===== src/rtl/fft4_ctrl.sv =====
// Frame controller around a 4-point FFT core: gathers four samples, fires the
// core once, waits (bounded) for its result and streams the four bins out.
module fft4_ctrl #(
  parameter int DATA_WIDTH = 8,
  parameter int TIMEOUT    = 15
) (
  input  logic                            clk,
  input  logic                            rst_n,
  input  logic                            s_valid,
  output logic                            s_ready,
  input  logic signed [DATA_WIDTH-1:0]    s_real,
  input  logic signed [DATA_WIDTH-1:0]    s_imag,
  output logic                            fft_en,
  output logic [4*DATA_WIDTH-1:0]         fft_in_real,
  output logic [4*DATA_WIDTH-1:0]         fft_in_imag,
  input  logic                            fft_valid,
  input  logic [4*(DATA_WIDTH+2)-1:0]     fft_out_real,
  input  logic [4*(DATA_WIDTH+2)-1:0]     fft_out_imag,
  output logic                            m_valid,
  input  logic                            m_ready,
  output logic signed [DATA_WIDTH+1:0]    m_real,
  output logic signed [DATA_WIDTH+1:0]    m_imag,
  output logic                            m_last,
  output logic                            busy,
  output logic                            err_timeout
);
  localparam int OW = DATA_WIDTH + 2;
  localparam logic [7:0] TO_CNT = 8'(TIMEOUT);

  typedef enum logic [1:0] {COLLECT, FIRE, WAIT, DRAIN} state_t;

  state_t                      state, state_nxt;
  logic [1:0]                  idx, oidx;
  logic [7:0]                  tcnt;
  logic                        live;
  logic [3:0][DATA_WIDTH-1:0]  in_re, in_im;
  logic [3:0][OW-1:0]          buf_re, buf_im;
  logic                        s_acc, m_acc;

  assign s_acc = s_valid && s_ready;
  assign m_acc = m_valid && m_ready;

  always_ff @(posedge clk or negedge rst_n) begin
    if (!rst_n) state <= COLLECT;
    else        state <= state_nxt;
  end

  always_comb begin
    state_nxt = state;
    case (state)
      COLLECT: if (s_acc && idx == 2'd3) state_nxt = FIRE;
      FIRE:    state_nxt = WAIT;
      // a result arriving on the last allowed cycle still wins over the abort
      WAIT:    if (fft_valid) state_nxt = DRAIN;
               else if (tcnt == TO_CNT) state_nxt = COLLECT;
      DRAIN:   if (m_acc && oidx == 2'd3) state_nxt = COLLECT;
      default: state_nxt = COLLECT;
    endcase
  end

  always_comb begin
    s_ready     = 1'b0;
    fft_en      = 1'b0;
    m_valid     = 1'b0;
    m_last      = 1'b0;
    busy        = 1'b1;
    err_timeout = 1'b0;
    case (state)
      COLLECT: begin s_ready = live; busy = 1'b0; end
      FIRE:    fft_en = 1'b1;
      WAIT:    err_timeout = !fft_valid && (tcnt == TO_CNT);
      DRAIN:   begin m_valid = 1'b1; m_last = (oidx == 2'd3); end
      default: ;
    endcase
  end

  // live keeps s_ready low until the first edge after reset release
  always_ff @(posedge clk or negedge rst_n) begin
    if (!rst_n) begin
      live   <= 1'b0;
      idx    <= '0;
      oidx   <= '0;
      tcnt   <= '0;
      in_re  <= '0;
      in_im  <= '0;
      buf_re <= '0;
      buf_im <= '0;
    end else begin
      live <= 1'b1;
      if (s_acc) begin
        in_re[idx] <= s_real;
        in_im[idx] <= s_imag;
        idx        <= idx + 2'd1;
      end
      if (state == FIRE)      tcnt <= '0;
      else if (state == WAIT) tcnt <= tcnt + 8'd1;
      if (state == WAIT && fft_valid) begin
        buf_re <= fft_out_real;
        buf_im <= fft_out_imag;
      end
      if (m_acc) oidx <= oidx + 2'd1;
    end
  end

  assign fft_in_real = in_re;
  assign fft_in_imag = in_im;
  assign m_real      = buf_re[oidx];
  assign m_imag      = buf_im[oidx];
endmodule


===== config.mk =====
export PLATFORM = sky130hd
export DESIGN_NAME = fft4_ctrl
export DESIGN_NICKNAME = d
export VERILOG_FILES = /design/src/rtl/fft4_ctrl.sv
export SDC_FILE = /design/constraint.sdc
export NUM_CORES = 1
export LEC_CHECK = 0
export BUFFER_PORTS_ARGS = -buffer_cell sky130_fd_sc_hd__buf_2
export CORE_MARGIN = 2
export CORE_UTILIZATION = 52
export DETAILED_ROUTE_END_ITERATION = 10
export GPL_ROUTABILITY_DRIVEN = 0
export PLACE_DENSITY = 0.77
export SYNTH_ARGS = -nofsm -noshare
export SYNTH_HDL_FRONTEND = slang
export SYNTH_SLANG_ARGS = --single-unit

===== constraint.sdc =====
create_clock -name clk -period 2.2 [get_ports clk]
set_input_delay 0.22 -clock clk [delete_from_list [all_inputs] [get_ports clk]]
set_output_delay 0.22 -clock clk [all_outputs]
set_load 0.03 [all_outputs]

# Word level (Yosys, flattened, before mapping)
# Cells that the tools add are included.
# classes
add_sub_neg	3
n_lt_le_gt_ge	3
eq_ne	9
muxes	21
n_reduce_logical	11
# op_table
operator	n
32-bit bitwise mux	2
10-bit binary-select mux with 2-bit select	2
8-bit 2-to-1 mux	3
10-bit 2-to-1 mux	2
8-bit demux with 2-bit select	1
8-bit by 1-bit adder with 8-bit output, second input constant	1
2-bit equality test, second input constant	4
8-bit by 4-bit equality test with 1-bit output, second input constant	1
2-bit 2-to-1 mux	4
2-bit one-hot mux with 4 select lines	1
1-bit logical AND	7
2-bit by 3-bit less-than comparator with 1-bit output, second input constant	2
1-bit 2-to-1 mux	6
2-bit by 1-bit adder with 2-bit output, second input constant	2
2-bit != test, second input constant	2
3-bit != test, second input constant	1
3-bit AND reduction	1
2-bit by 1-bit equality test with 1-bit output, second input constant	1
2-bit by 1-bit >= comparator with 1-bit output, second input constant	1
2-bit zero test	1
2-bit nonzero test	1
1-bit zero test	1
# word_totals
ff_bits	159
output_inout_bits	90

# Logic depth before layout (Yosys ltp)
# Gate-level depths: netlist of run 1.
# depth
ltp_word	6
depth_mapped	7
mapped_depth_nobuf	6

# Least setup slack after synthesis of run 1
# Ideal clock, no wire load.
# synth_path
path_kind	reg-to-output
start	reg tcnt[5]
end	out err_timeout
arrival_ps	1981
required_ps	1980
slack_ps	-1
stages_incl_launch_ff	3
n_path_buf	0
path_cell_list	dfrtp_1 or4_4 nor4b_1
# synth_via
elab_chain_cells	3
# synth_lines
element	line_no	source
start, declared	34	logic [7:0] tcnt;
start signal, assigned	96	else if (state == WAIT) tcnt <= tcnt + 8'd1;
8-bit by 4-bit equality test with 1-bit output	71	WAIT: err_timeout = !fft_valid && (tcnt == TO_CNT);
1-bit logical AND	71	
1-bit 2-to-1 mux	68	case (state)
end, declared	25	output logic err_timeout
# Every way passes these cells.

# Worst setup path in the final report of run 1
# Same ends and word-level chain as after synthesis.

==> impl_metrics.json, run 1 <==
{
  "synth_nets": 531,
  "yosysSeqAreaShare_pct": 59.22,
  "crit_chain": "or4_4 > nor4b_2 > buf_2",
  "yosysMostFrequentCell": "dfrtp_1",
  "max_slew.worst_pin.slew_ns": 0.5841,
  "wire_per_inst_um": 17.69,
  "swShare_pct": 37.78,
  "pwr-share-seq_pct": 34.7,
  "htreeDepth": 4,
  "finalClockSkew_ns": 0.007384,
  "p_int_mw": 9.168,
  "area_delta_synth_final_pct": 27.21,
  "fin_cells": 805,
  "slowest_delay_ns": 0.57,
  "cp-start-kind": "register",
  "worst_setup_path_end_kind": "primary output",
  "grt_pass1_wl_um": 23760,
  "drc": 0,
  "synth_area_um2": 6719,
  "drive_gt1_share_pct": 63.98,
  "clockRootBuffer": "clkbuf_16",
  "ys_dominant_reg_cell": "dfrtp_1",
  "period_needed_ns": 2.092,
  "postRouteAntennaNets": 0,
  "crit_buf_inv": 1,
  "cp_slowest_cell": "or4_4",
  "rows": 41,
  "via_per_inst": 5.198,
  "clkLatencyLatePin_ns": 0.42,
  "slew_headroom_pct": 61.06,
  "period_share_pct": 95.08,
  "p_clk_share_pct": 20.9,
  "combinationalPowerShare_pct": 44.5,
  "path_delay_family": "simple AND/OR/NAND/NOR gates",
  "switching_power_mw": 5.567,
  "path_class": "reg -> out",
  "yosysWarnings": 0,
  "synth_edf_count": 0,
  "dr.pass1.iters": 4,
  "synth_top_area_share_pct": 59.22,
  "p_leak_nw": 4.196,
  "maxCapViolCount": 0,
  "fin_nets": 732,
  "vias": 4184,
  "io_buffers": 190,
  "cts_tree": "done",
  "crit_required_ns": 1.98,
  "arrival_ns": 1.87,
  "clkTransAtPathRegs_ns": 0.06,
  "grt_usage_pct": 21.90,
  "fin_tns_setup_ns": 0,
  "coreArea_um2": 12620,
  "die_w_um": 117.7,
  "dp_hpwl_um": 10220,
  "slew_viol_final": 0,
  "die_h_um": 117.7,
  "wl_um": 14240,
  "antenna_found_initial": 0,
  "yosys_register_bits": 159,
  "grt_overflow_total": 0,
  "ys_top_cells_by_count": "159 x dfrtp_1, 147 x mux2_2, 20 x mux4_2",
  "start_util_pct": 53.24,
  "power-per-cell-area_nw_per_um2": 1724,
  "syn-instance-count": 419,
  "antenna_cells": 0,
  "outcome": "complete, no violations",
  "synth.distinct_cells": 33,
  "syn_avg_cell_area_um2": 16.04,
  "rsz0062_at_grt": "no",
  "die_area_um2": 13850,
  "holdWs_ns": 0.03020,
  "io_pins": 191,
  "numClockSinks": 159,
  "max_freq_mhz": 478.0,
  "ir_drop_mv": 0.8896,
  "min_path_type": "in -> reg",
  "grt_max_degree": 64,
  "dp_cells": 772,
  "finalHoldViolCount": 0,
  "cts_resized": 0,
  "final_util_pct": 67.73,
  "synthArstFlopShare_pct": 100.0,
  "cts_buffer_depth": 2,
  "first_global_vias": 4654,
  "cts_made_buffers": 17,
  "yosysTopAreaCell": "dfrtp_1",
  "synthTopCellsByArea": "dfrtp_1 59%, mux2_2 25%, mux4_2 6.7%",
  "dr.first_iter.drc_count": 232,
  "setup_viol": 0,
  "cp_max_fo": 4
}
## sequential cells by signal (all words and copies together) (netlist names)
name and cells:
live 1, idx 2, buf_im 40, oidx 2
fft_in_real 32, fft_in_imag 32, tcnt 8, state 2
buf_re 40
## worst reg2reg max path, cell delays in order (launching register included)
cell and delay (ns):
dfrtp_1 0.41, inv_1 0.13, ha_1 0.22, and3_1 0.48, nand2_4 0.26, mux2_2 0.34
## metrics by stage
step | power [mW] | area (µm²) | setup WS (ns)
6_report | 14.74 | 8547 | 0.1081
5_1_grt | 15.52 | 8547 | 0.02499
4_1_cts | 14.89 | 8547 | 0.07068
3_5_place_dp | 11.75 | 7913 | 0.2133
3_3_place_gp | 11.48 | 7913 | 0.3099
2_1_floorplan | 9.922 | 6725 | 0.4108
## cells by family (layout without fill, tap and decap cells)
group                      after synthesis  count (layout)  synth area share [%]
and+or+nand+nor                         32              32                 2.942
muxes                                  169             169                 31.64
buffers and inverters                   29             243                 2.309
DFF                                    159             159                 59.22
other                                    1               1               0.05581
adders and majority gates               11              11                 2.048
xor gates and xnor gates                 4               4                0.5214
AOI/OAI and AO/OA                       14              14                 1.266
## timing repair
item	4_1_cts	5_1_grt
endpoints found under the hold margin	59	0
setup buffers	0	0
setup endpoints to repair	0	0
hold buffers	1	0
## cell type report
type	instances	area, µm²
timing repair buffer	201	1092
inverter	10	37.54
fill	939	4073
clock buffer	22	464.2
sequential	159	3979
tap	172	215.2
multi-input combinational	231	2599
clock inverter	10	160.2
## final timing paths
path                                   from              end  slack, ns  cells past startpoint
max in group asynchronous             rst_n       buf_im[37]       1.13                      3
hold / removal             fft_out_imag[12]       buf_im[12]       0.03                      2
setup / recovery                    tcnt[5]      err_timeout       0.11                      3
hold reg to reg                  buf_re[24]       buf_re[24]       0.50                      1
min in group asynchronous             rst_n        buf_im[9]       0.34                      2
setup reg to reg                   state[0]  fft_in_real[10]       0.23                      5
## layer usage
metal  track usage (%)  part of all wire (%)  vias to the layer above
met4             6.928                   1.6                        0
met1             26.52                    40                     2119
met2             37.65                    52                      130
met3             6.638                   5.5                       20
met5                 0                     0                        -
li1                  -                     -                     1915
## power groups by stage
stage          clock network (mW)  registers, mW  logic [mW]
6_report                     3.08           5.11        6.55
5_1_grt                      3.27           5.29        6.96
4_1_cts                      3.13           5.11        6.64
3_5_place_dp                    0           5.14        6.61
3_3_place_gp                    0           5.03        6.44
2_1_floorplan                   0           6.06        3.86
## cells in the final DEF, fill, tap and decap left out, drive strengths merged
| cell type | n |
|---|---|
| nand3b | 1 |
| o21ai | 3 |
| ha | 11 |
| and2 | 2 |
| nand3 | 5 |
| clkinv | 5 |
| and2b | 1 |
| o22ai | 4 |
| dfrtp | 159 |
| clkbuf | 22 |
| nor3b | 2 |
| bufinv | 4 |
| buf | 200 |
| nand2 | 13 |
| inv | 10 |
| nor2 | 3 |
| a22oi | 1 |
| nor3 | 1 |
| a21oi | 5 |
| mux4 | 20 |
| and3 | 1 |
| mux2 | 147 |
| nor2b | 1 |
| conb | 1 |
| nor4b | 1 |
| dlygate4sd3 | 1 |
| or4 | 1 |
| mux2i | 2 |
| a2bb2oi | 1 |
| xnor2 | 4 |
| clkinvlp | 1 |
Note: power is estimated with default switching activity, not from simulation.
==> run 2, diff against run 1 <==
- ABC_AREA: unset -> 1
- CTS_CLUSTER_SIZE: unset -> 24
==> impl_metrics.json, run 2 <==
{
  "antenna_cells": 0,
  "htreeDepth": 4,
  "synth_area_um2": 6813,
  "synth_fa_ha_area_share_pct": 2.020,
  "coreArea_um2": 12720,
  "cts_buffer_depth": 2,
  "antenna_found_initial": 0,
  "grt_usage_pct": 23.87,
  "switching_power_mw": 6.044,
  "die_area_um2": 14030,
  "period_share_pct": 94.60,
  "finalHoldViolCount": 0,
  "worst_setup_path_end_kind": "primary output",
  "holdBufCountCts": 1,
  "swShare_pct": 41.81,
  "yosys_register_bits": 159,
  "numClockSinks": 159,
  "total_power_mw": 14.46,
  "syn-instance-count": 617,
  "max_slew.worst_pin.slew_ns": 0.5300,
  "drive_gt1_share_pct": 39.27,
  "reg2reg_slack_ns": 0.36,
  "grt_max_degree": 57,
  "finalClockSkew_ns": 0.007359,
  "grt_pass1_wl_um": 26440,
  "outcome": "complete, no violations",
  "ys_top_cells_by_count": "159 x dfrtp_1, 89 x nand2_1, 80 x mux2_2",
  "fin_nets": 919,
  "postRouteAntennaNets": 0,
  "clkLatencyLatePin_ns": 0.42,
  "synthSimpleGateAreaFrac_pct": 9.936,
  "vias": 5230,
  "area_delta_synth_final_pct": 24.94,
  "start_util_pct": 53.55,
  "timing.rr.start": "state[0]",
  "clockRootBuffer": "clkbuf_16",
  "drc": 0,
  "die_w_um": 118.5,
  "layout_setup_ws_ns": 0.1187,
  "synth_compound_area_share_pct": 10.25,
  "power-per-cell-area_nw_per_um2": 1699,
  "p_clk_share_pct": 21.7,
  "yosysTopAreaCell": "dfrtp_1",
  "via_per_inst": 5.272,
  "synth_xor_xnor_area_share_pct": 0.3857,
  "ir_drop_mv": 0.8416,
  "dr.first_iter.drc_count": 440,
  "cts_resized": 0,
  "rows": 41,
  "io_pins": 191,
  "io_buffers": 190,
  "combinationalPowerShare_pct": 43.3,
  "post_cts_buffers": 0,
  "yosysWarnings": 0,
  "dp_hpwl_um": 11290,
  "slew_headroom_pct": 64.67,
  "first_global_vias": 5457,
  "crit_required_ns": 1.98,
  "slew_viol_final": 0,
  "synth_edf_count": 0,
  "final_cell_mix": "189 x buf_2, 159 x dfrtp_1, 89 x nand2_1",
  "arrival_ns": 1.86,
  "yosysSeqAreaShare_pct": 58.40,
  "dr.pass1.iters": 5,
  "setup_viol": 0,
  "reg.largest.list": "buf_im x40, buf_re x40",
  "clkTransAtPathRegs_ns": 0.07,
  "pwr-share-seq_pct": 34.9,
  "crit_path_start": "oidx[0]",
  "fin_tns_setup_ns": 0,
  "maxCapViolCount": 0,
  "synth_top_family_by_area": "multiplexers",
  "synth_nets": 729,
  "cts_tree": "done",
  "synthMuxAreaShare_pct": 13.22,
  "synthTopCellsByArea": "dfrtp_1 58%, mux2_2 13%, nand2_1 4.9%",
  "yosysMostFrequentCell": "dfrtp_1",
  "final_common_cell": "buf_2",
  "cts_made_buffers": 17,
  "synth_top_area_share_pct": 58.40,
  "cp_max_fo": 41,
  "rsz0062_at_grt": "no",
  "wire_per_inst_um": 16.32,
  "nFillCells": 1024,
  "syn_avg_cell_area_um2": 11.04,
  "reg2reg_to": "buf_re[30]",
  "grt_overflow_total": 0,
  "period_needed_ns": 2.081,
  "die_h_um": 118.5,
  "cp-start-kind": "register",
  "rr_worst_depth": 5,
  "path_class": "reg -> out",
  "crit_end": "m_real[6]",
  "synth.distinct_cells": 27,
  "wl_um": 16190,
  "min_path_type": "in -> reg",
  "ys_dominant_reg_cell": "dfrtp_1",
  "pre_cts_ws_ns": 0.3695,
  "max_freq_mhz": 480.5,
  "synthArstFlopShare_pct": 100.0,
  "p_leak_nw": 4.377,
  "p_int_mw": 8.413
}
[run 2: cell types whose count changed after synthesis, sizes merged, moves of 3 or more]
cell / before / now
o21ai: 3 / 108
nand2: 13 / 94
mux2: 147 / 80
nor2: 3 / 52
inv: 10 / 36
clkbuf: 2 / 23
mux4: 20 / 0
o22ai: 4 / 20
buf: 17 / 10
nand3: 5 / 8
xnor2: 4 / 1
[run 2: metal layers]
layer	part of all wire, %	global-route usage (%)	wire, µm
met3	7.4	6.660	1204
met5	0	0	0
met4	2.3	9.226	372
met2	49	41.00	8008
met1	41	28.53	6602
[run 2: cell type report]
cell class,count,area (µm²),share of cell area (%)
inverters,36,135.1,1.588
well taps,172,215.2,2.528
clock inverters,15,206.4,2.425
clock buffers,17,425.4,4.998
repair buffers,204,1102,12.95
flip-flops and latches,159,3979,46.74
multi-input cells,389,2449,28.77
[run 2: power by group through the flow]
stage	Sequential (mW)	Clock, mW	Combinational, mW
floorplan	5.96	0	3.51
global placement	4.97	0	6.06
detailed placement	5.06	0	6.27
CTS	5.05	3.19	6.31
global route	5.21	3.34	6.74
finish	5.05	3.14	6.27
[run 2: worst min-delay path by stage]
stage	startpoint	end	slack, ns	depth (start not counted)
2_1_floorplan	rst_n	buf_im[0]	-0.08	0
3_3_place_gp	rst_n	buf_im[25]	0.20	1
3_5_place_dp	rst_n	buf_im[35]	0.21	1
4_1_cts	fft_out_imag[32]	buf_im[32]	0.006	2
5_1_grt	fft_out_imag[27]	buf_im[27]	0.008	2
6_report	fft_out_imag[32]	buf_im[32]	0.03	2
[run 2: worst max-delay path, stage by stage, from the launching register on]
cell     delay (ns)
dfrtp_1        0.38
inv_1          0.05
buf_4          0.38
o21ai_0        0.15
o22ai_1        0.22
buf_2          0.25
[run 2: through the flow]
stage | std cells | hold WS (ns) | instance area (µm²) | utilization [%]
2_1_floorplan | 617 | -0.07559 | 6813 | -
3_3_place_gp | 959 | 0.2029 | 7870 | 61.86
3_5_place_dp | 959 | 0.2114 | 7870 | 61.86
6_report | 992 | 0.02808 | 8512 | 66.91
5_1_grt | 992 | 0.007777 | 8512 | 66.91
4_1_cts | 992 | 0.006084 | 8512 | 66.91
[run 2: logic make-up after synthesis]
| kind of cell | Yosys count |
|---|---|
| AO/OA/AOI/OAI | 134 |
| XOR/XNOR | 3 |
| adder cells (fa/ha/maj) | 11 |
| buffers and inverters | 69 |
| flip-flops | 159 |
| multiplexers | 80 |
| other | 1 |
| AND/OR/NAND/NOR | 160 |
